<file path="src/rtl/ifetcher.sv">
// ifetcher: instruction fetch unit with a 4-entry issue queue and a 64-entry 2-bit BHT.
// Keeps at most one instruction-read request outstanding and redirects on ROB_clear.
module ifetcher (
    input  logic        clk,
    input  logic        rst,
    input  logic        rdy,
    output logic        MC_req,
    output logic [31:0] MC_addr,
    input  logic        MC_valid,
    input  logic [31:0] MC_data,
    output logic        IS_ins_sgn,
    output logic [31:0] IS_ins,
    output logic        IS_jump_flag,
    output logic [31:0] IS_jump_pc,
    input  logic        IS_stall,
    input  logic        ROB_clear,
    input  logic [31:0] ROB_newpc,
    input  logic        ROB_br_sgn,
    input  logic [31:0] ROB_br_pc,
    input  logic        ROB_br_taken
);
    localparam logic [1:0] S_FETCH = 2'd0;
    localparam logic [1:0] S_WAIT  = 2'd1;
    localparam logic [1:0] S_HOLD  = 2'd2;
    localparam logic [6:0] OP_JAL   = 7'b1101111;
    localparam logic [6:0] OP_BR    = 7'b1100011;
    localparam logic [6:0] OP_JALR  = 7'b1100111;
    localparam logic [6:0] OP_AUIPC = 7'b0010111;

    logic [1:0]  r_state;
    logic [31:0] r_pc;
    logic        r_mc_req;
    logic [31:0] r_mc_addr;
    logic [1:0]  r_bht [64];
    logic [31:0] r_q_ins [4];
    logic [31:0] r_q_jpc [4];
    logic        r_q_flag [4];
    logic [1:0]  r_head;
    logic [1:0]  r_tail;
    logic [2:0]  r_count;
    logic        r_is_sgn;
    logic [31:0] r_is_ins;
    logic        r_is_flag;
    logic [31:0] r_is_jpc;

    logic [6:0]  w_op;
    logic [31:0] w_jimm;
    logic [31:0] w_bimm;
    logic [31:0] w_pc4;
    logic [31:0] w_pc_j;
    logic [31:0] w_pc_b;
    logic        w_pred;
    logic        w_flag;
    logic [31:0] w_npc;
    logic [31:0] w_jpc;
    logic        w_push;
    logic        w_pop;
    logic        w_start;
    logic [1:0]  w_bht_cur;
    logic [1:0]  w_bht_nxt;
    logic        w_unused;

    assign w_op   = MC_data[6:0];
    assign w_jimm = {{12{MC_data[31]}}, MC_data[19:12], MC_data[20], MC_data[30:21], 1'b0};
    assign w_bimm = {{20{MC_data[31]}}, MC_data[7], MC_data[30:25], MC_data[11:8], 1'b0};
    assign w_pc4  = r_pc + 32'd4;
    assign w_pc_j = r_pc + w_jimm;
    assign w_pc_b = r_pc + w_bimm;
    assign w_pred = r_bht[r_pc[7:2]][1];
    assign w_flag = (w_op == OP_BR) && w_pred;
    assign w_npc  = (w_op == OP_JAL) ? w_pc_j : w_flag ? w_pc_b : w_pc4;
    assign w_jpc  = (w_op == OP_BR) ? (w_pred ? w_pc4 : w_pc_b) : (w_op == OP_AUIPC) ? r_pc : w_pc4;

    assign w_push  = rdy && !ROB_clear && (r_state == S_WAIT) && MC_valid;
    assign w_pop   = rdy && !ROB_clear && (r_count != 3'd0) && !IS_stall;
    assign w_start = rdy && !ROB_clear && (r_state == S_FETCH) && (r_count < 3'd4);

    assign w_bht_cur = r_bht[ROB_br_pc[7:2]];
    assign w_bht_nxt = ROB_br_taken ? ((w_bht_cur == 2'd3) ? 2'd3 : w_bht_cur + 2'd1)
                                    : ((w_bht_cur == 2'd0) ? 2'd0 : w_bht_cur - 2'd1);
    assign w_unused  = ^{ROB_br_pc[31:8], ROB_br_pc[1:0]};

    assign MC_req       = r_mc_req;
    assign MC_addr      = r_mc_addr;
    assign IS_ins_sgn   = r_is_sgn;
    assign IS_ins       = r_is_ins;
    assign IS_jump_flag = r_is_flag;
    assign IS_jump_pc   = r_is_jpc;

    // fetch control: a clear wins over push, pop and the opcode-driven redirect
    always_ff @(posedge clk) begin
        if (rst) begin
            r_state   <= S_FETCH;
            r_pc      <= 32'd0;
            r_mc_req  <= 1'b0;
            r_mc_addr <= 32'd0;
            r_head    <= 2'd0;
            r_tail    <= 2'd0;
            r_count   <= 3'd0;
        end else if (rdy) begin
            if (ROB_clear) begin
                r_state  <= S_FETCH;
                r_pc     <= ROB_newpc;
                r_mc_req <= 1'b0;
                r_head   <= 2'd0;
                r_tail   <= 2'd0;
                r_count  <= 3'd0;
            end else begin
                if (w_start) begin
                    r_state   <= S_WAIT;
                    r_mc_req  <= 1'b1;
                    r_mc_addr <= r_pc;
                end
                if (w_push) begin
                    r_state  <= (w_op == OP_JALR) ? S_HOLD : S_FETCH;
                    r_pc     <= w_npc;
                    r_mc_req <= 1'b0;
                    r_tail   <= r_tail + 2'd1;
                end
                if (w_pop)
                    r_head <= r_head + 2'd1;
                r_count <= r_count + {2'b00, w_push} - {2'b00, w_pop};
            end
        end
    end

    always_ff @(posedge clk) begin
        if (w_push) begin
            r_q_ins[r_tail]  <= MC_data;
            r_q_jpc[r_tail]  <= w_jpc;
            r_q_flag[r_tail] <= w_flag;
        end
    end

    always_ff @(posedge clk) begin
        if (rst) begin
            r_is_sgn  <= 1'b0;
            r_is_ins  <= 32'd0;
            r_is_flag <= 1'b0;
            r_is_jpc  <= 32'd0;
        end else begin
            r_is_sgn <= w_pop;
            if (w_pop) begin
                r_is_ins  <= r_q_ins[r_head];
                r_is_flag <= r_q_flag[r_head];
                r_is_jpc  <= r_q_jpc[r_head];
            end
        end
    end

    // predictor update is not blocked by a clear in the same cycle
    always_ff @(posedge clk) begin
        if (rst) begin
            for (int i = 0; i < 64; i++)
                r_bht[i] <= 2'b01;
        end else if (rdy && ROB_br_sgn) begin
            r_bht[ROB_br_pc[7:2]] <= w_bht_nxt;
        end
    end
endmodule

</file>
<file path="config.mk">
export PLATFORM = sky130hd
export DESIGN_NAME = ifetcher
export DESIGN_NICKNAME = d
export VERILOG_FILES = /design/src/rtl/ifetcher.sv
export SDC_FILE = /design/constraint.sdc
export NUM_CORES = 1
export LEC_CHECK = 0
export CAP_MARGIN = 15
export CORE_ASPECT_RATIO = 1.75
export CORE_MARGIN = 4
export CORE_UTILIZATION = 40
export CTS_CLUSTER_SIZE = 8
export DETAILED_ROUTE_END_ITERATION = 12
export PLACE_DENSITY = 0.67
export REMOVE_ABC_BUFFERS = 1
export SETUP_SLACK_MARGIN = 0.15
export SLEW_MARGIN = 20
export SYNTH_ARGS = -nofsm -noshare
export SYNTH_HDL_FRONTEND = slang
export SYNTH_SLANG_ARGS = --single-unit
</file>
<file path="constraint.sdc">
create_clock -name clk -period 7.67 [get_ports clk]
set_clock_uncertainty 0.1 [all_clocks]
set_input_delay 1.1505 -clock clk [delete_from_list [all_inputs] [get_ports clk]]
set_output_delay 1.1505 -clock clk [all_outputs]
set_load 0.05 [all_outputs]
</file>
==> impl_metrics.env <==
export IMPL_internal_power_w=0.005312
export IMPL_clockPowerShare_pct=45.2
export IMPL_coreArea_um2=65160
export IMPL_drt_total_wl_mm=78.14
export IMPL_path_max_fanout=30
export IMPL_fillers=5849
export IMPL_clock_path_buffers=3
export IMPL_critical_path_class="flop to flop"
export IMPL_syn_avg_cell_area_um2=11.27
export IMPL_p_sw_w=0.001697
export IMPL_portBuffers=176
export IMPL_whs_ps=349.5
export IMPL_cts_tree="built"
export IMPL_drive_gt1_share_pct=11.45
export IMPL_num_rows=124
export IMPL_grt_pass1_wl_mm=118.0
export IMPL_cts_hold_buffers=0
export IMPL_finalSetupViolCount=0
export IMPL_rsz0062_at_grt="false"
export IMPL_drt_initial_drc_count=1669
export IMPL_fp_dieH_um=347.1
export IMPL_vias=19610
export IMPL_synth_flop_cell="edfxtp_1"
export IMPL_grt_pass1_vias=19805
export IMPL_cp_end_kind="flop"
export IMPL_cts_made_buffers=77
export IMPL_yosysSeqAreaShare_pct=55.38
export IMPL_synth_edff_count=388
export IMPL_hpwl_mm=53.64
export IMPL_slew_headroom_pct=26.20
export IMPL_ant_nets=0
export IMPL_synth_cell_types=72
export IMPL_cellLeakagePower_nw=10.36
export IMPL_layout_commonest_cell="edfxtp_1"
export IMPL_wire_per_inst_um=23.43
export IMPL_ir_worst_vdd_mv=0.1212
export IMPL_cts_resized=0
export IMPL_grt_overflow=0
export IMPL_period_minus_slack_ps=5111
export IMPL_die_x_um=201.8
export IMPL_final_cell_mix="388 x edfxtp_1, 371 x nand2_1, 190 x a21oi_1, 172 x clkdlybuf4s50_1, 143 x dfxtp_1"
export IMPL_initial_core_util_pct=40.33
export IMPL_ys_async_sr_fraction_pct=0
export IMPL_fin_crit_sh_pct=66.64
export IMPL_yosysWarnings=0
export IMPL_synth_seq_cells=533
export IMPL_antennaDiodeCount=0
export IMPL_netlist_area_um2=26280
export IMPL_grt_max_degree=89
export IMPL_gp_congestion=0.9596
export IMPL_status="complete, no violations"
export IMPL_grt_total_usage_pct=21.64
export IMPL_io_pins=203
export IMPL_clock_sinks=533
export IMPL_tns_ps=0
export IMPL_drv_slew=0
export IMPL_cap_violations=0
export IMPL_htree_levels=3
export IMPL_critPathRequiredTime_ps=7810
export IMPL_hold_viol_final=0
export IMPL_worstHoldPathType="flop to flop"
export IMPL_cp_start_kind="flop"
export IMPL_drc_errors=0
export IMPL_tightest_slew_ps=1104
export IMPL_first_pass_iters=7
export IMPL_comb_power_share_pct=9.3
export IMPL_cts_setup_buffers=0
export IMPL_clk_pin_slew_ps=50
export IMPL_dieArea_um2=70030
export IMPL_antenna_found_initial=0
export IMPL_p_seq_share_pct=45.5
export IMPL_p_sw_share_pct=24.21
export IMPL_power_density_nw_per_um2=226.7
export IMPL_vias_per_cell=5.880
export IMPL_cts_root_buffer="clkbuf_16"
export IMPL_fmax_mhz=195.7
export IMPL_clkLatencyLatePin_ps=610
export IMPL_syn_inst=2332
export IMPL_cp_arrival_ps=5250
export IMPL_finalNetCount=2611
export IMPL_syn_to_final_growth_pct=17.62
## registers in the layout, summed over array words and instances (netlist names), 3 cells and up, named ones only
name        cells
MC_addr        32
r_count         3
r_bht         128
r_q_flag        4
r_q_jpc       128
r_q_ins       128
IS_jump_pc     32
IS_ins         32
r_pc           32
## area by class of cell
class                           count  area, um2  area share [%]
Clock inverter                      6      58.81          0.1902
Clock buffer                      135       2217           7.173
Inverter                           31      116.4          0.3764
Timing Repair Buffer              215       2041           6.602
Tap cell                          819       1025           3.315
Multi-Input combinational cell   1596      10890           35.24
Sequential cell                   533      14560           47.10
## per-layer routing
| layer | track usage [%] | wire [um] |
|---|---|---|
| met1 | 24.31 | 28460 |
| met2 | 38.99 | 40550 |
| met4 | 12.09 | 4467 |
| met3 | 3.438 | 4662 |
| met5 | 0 | 0 |
## critical path, cell delays in order (launching register included)
cell,delay (ps)
dfxtp_1,840
buf_4,360
mux2i_1,120
mux4_2,560
a22oi_1,200
nand4_1,180
nand3_2,110
buf_4,400
nand2_1,700
o311ai_0,1140
## synthesized netlist by cell type, types with 9 or more instances
library cell / number / area, um2
a311oi_1: 10 / 87.58
o21bai_1: 9 / 67.56
o211ai_1: 12 / 90.09
edfxtp_1: 388 / 11650
or2_2: 34 / 212.7
buf_6: 9 / 101.4
inv_1: 30 / 112.6
ha_1: 50 / 625.6
a21o_1: 31 / 232.7
nand4_1: 16 / 100.1
nor2_1: 140 / 525.5
nand2b_1: 36 / 225.2
nand3_1: 73 / 365.4
o22ai_1: 9 / 56.30
nand3b_1: 26 / 195.2
and2_1: 14 / 87.58
a22oi_1: 16 / 120.1
nor4_1: 11 / 68.82
nand2_1: 371 / 1393
a31oi_1: 12 / 75.07
buf_2: 19 / 95.09
a211oi_1: 13 / 97.59
mux2i_1: 33 / 330.3
clkbuf_1: 126 / 473.0
dfxtp_1: 145 / 2903
a21oi_1: 190 / 950.9
o21ai_0: 91 / 455.4
nor3_1: 72 / 360.4
and3_1: 19 / 118.9
xnor2_1: 40 / 350.3
a221oi_1: 11 / 96.34
xor2_1: 43 / 376.6
mux2_2: 12 / 135.1
buf_1: 14 / 52.55
mux4_2: 92 / 2072
a221o_1: 12 / 120.1
## worst paths after layout
path              startpoint              to  slack [ps]  cells after the start
setup reg to reg        flop  r_q_jpc[3][24]        2560                      9
hold reg to reg   IS_ins[16]      IS_ins[16]         350                      2
hold / removal    IS_ins[16]      IS_ins[16]         350                      2
setup / recovery        flop  r_q_jpc[3][24]        2560                      9
## per-stage QoR
stage / setup slack [ps] / cells / instance area, um2 / util (%) / power, W
after CTS: 2550 / 3335 / 30910 / 47.44 / 0.007045
final: 2559 / 3335 / 30910 / 47.44 / 0.007008
after global routing: 2366 / 3335 / 30910 / 47.44 / 0.007235
after detailed placement: 2291 / 3194 / 28640 / 43.94 / 0.003883
after floorplan: 2405 / 2160 / 25530 / - / 0.003605
after global placement: 2297 / 3194 / 28640 / 43.94 / 0.003868
## power groups by stage
stage | Clock [W] | Combinational [W] | Sequential (W)
4_1_cts | 0.00321 | 0.000648 | 0.00318
5_1_grt | 0.00334 | 0.000704 | 0.00319
6_report | 0.00317 | 0.000654 | 0.00319
3_5_place_dp | 0 | 0.000644 | 0.00324
2_1_floorplan | 0 | 0.000372 | 0.00323
3_3_place_gp | 0 | 0.000631 | 0.00324
## cell families after synthesis
kind of cell | after synthesis | synth area share (%)
flops | 533 | 55.38
mux | 137 | 9.655
fa+ha+maj | 55 | 2.690
simple gates | 843 | 14.76
buf+inv | 203 | 3.304
compound gates | 478 | 11.44
xor+xnor | 83 | 2.766
No activity file was read; power rests on OpenSTA's default activity.
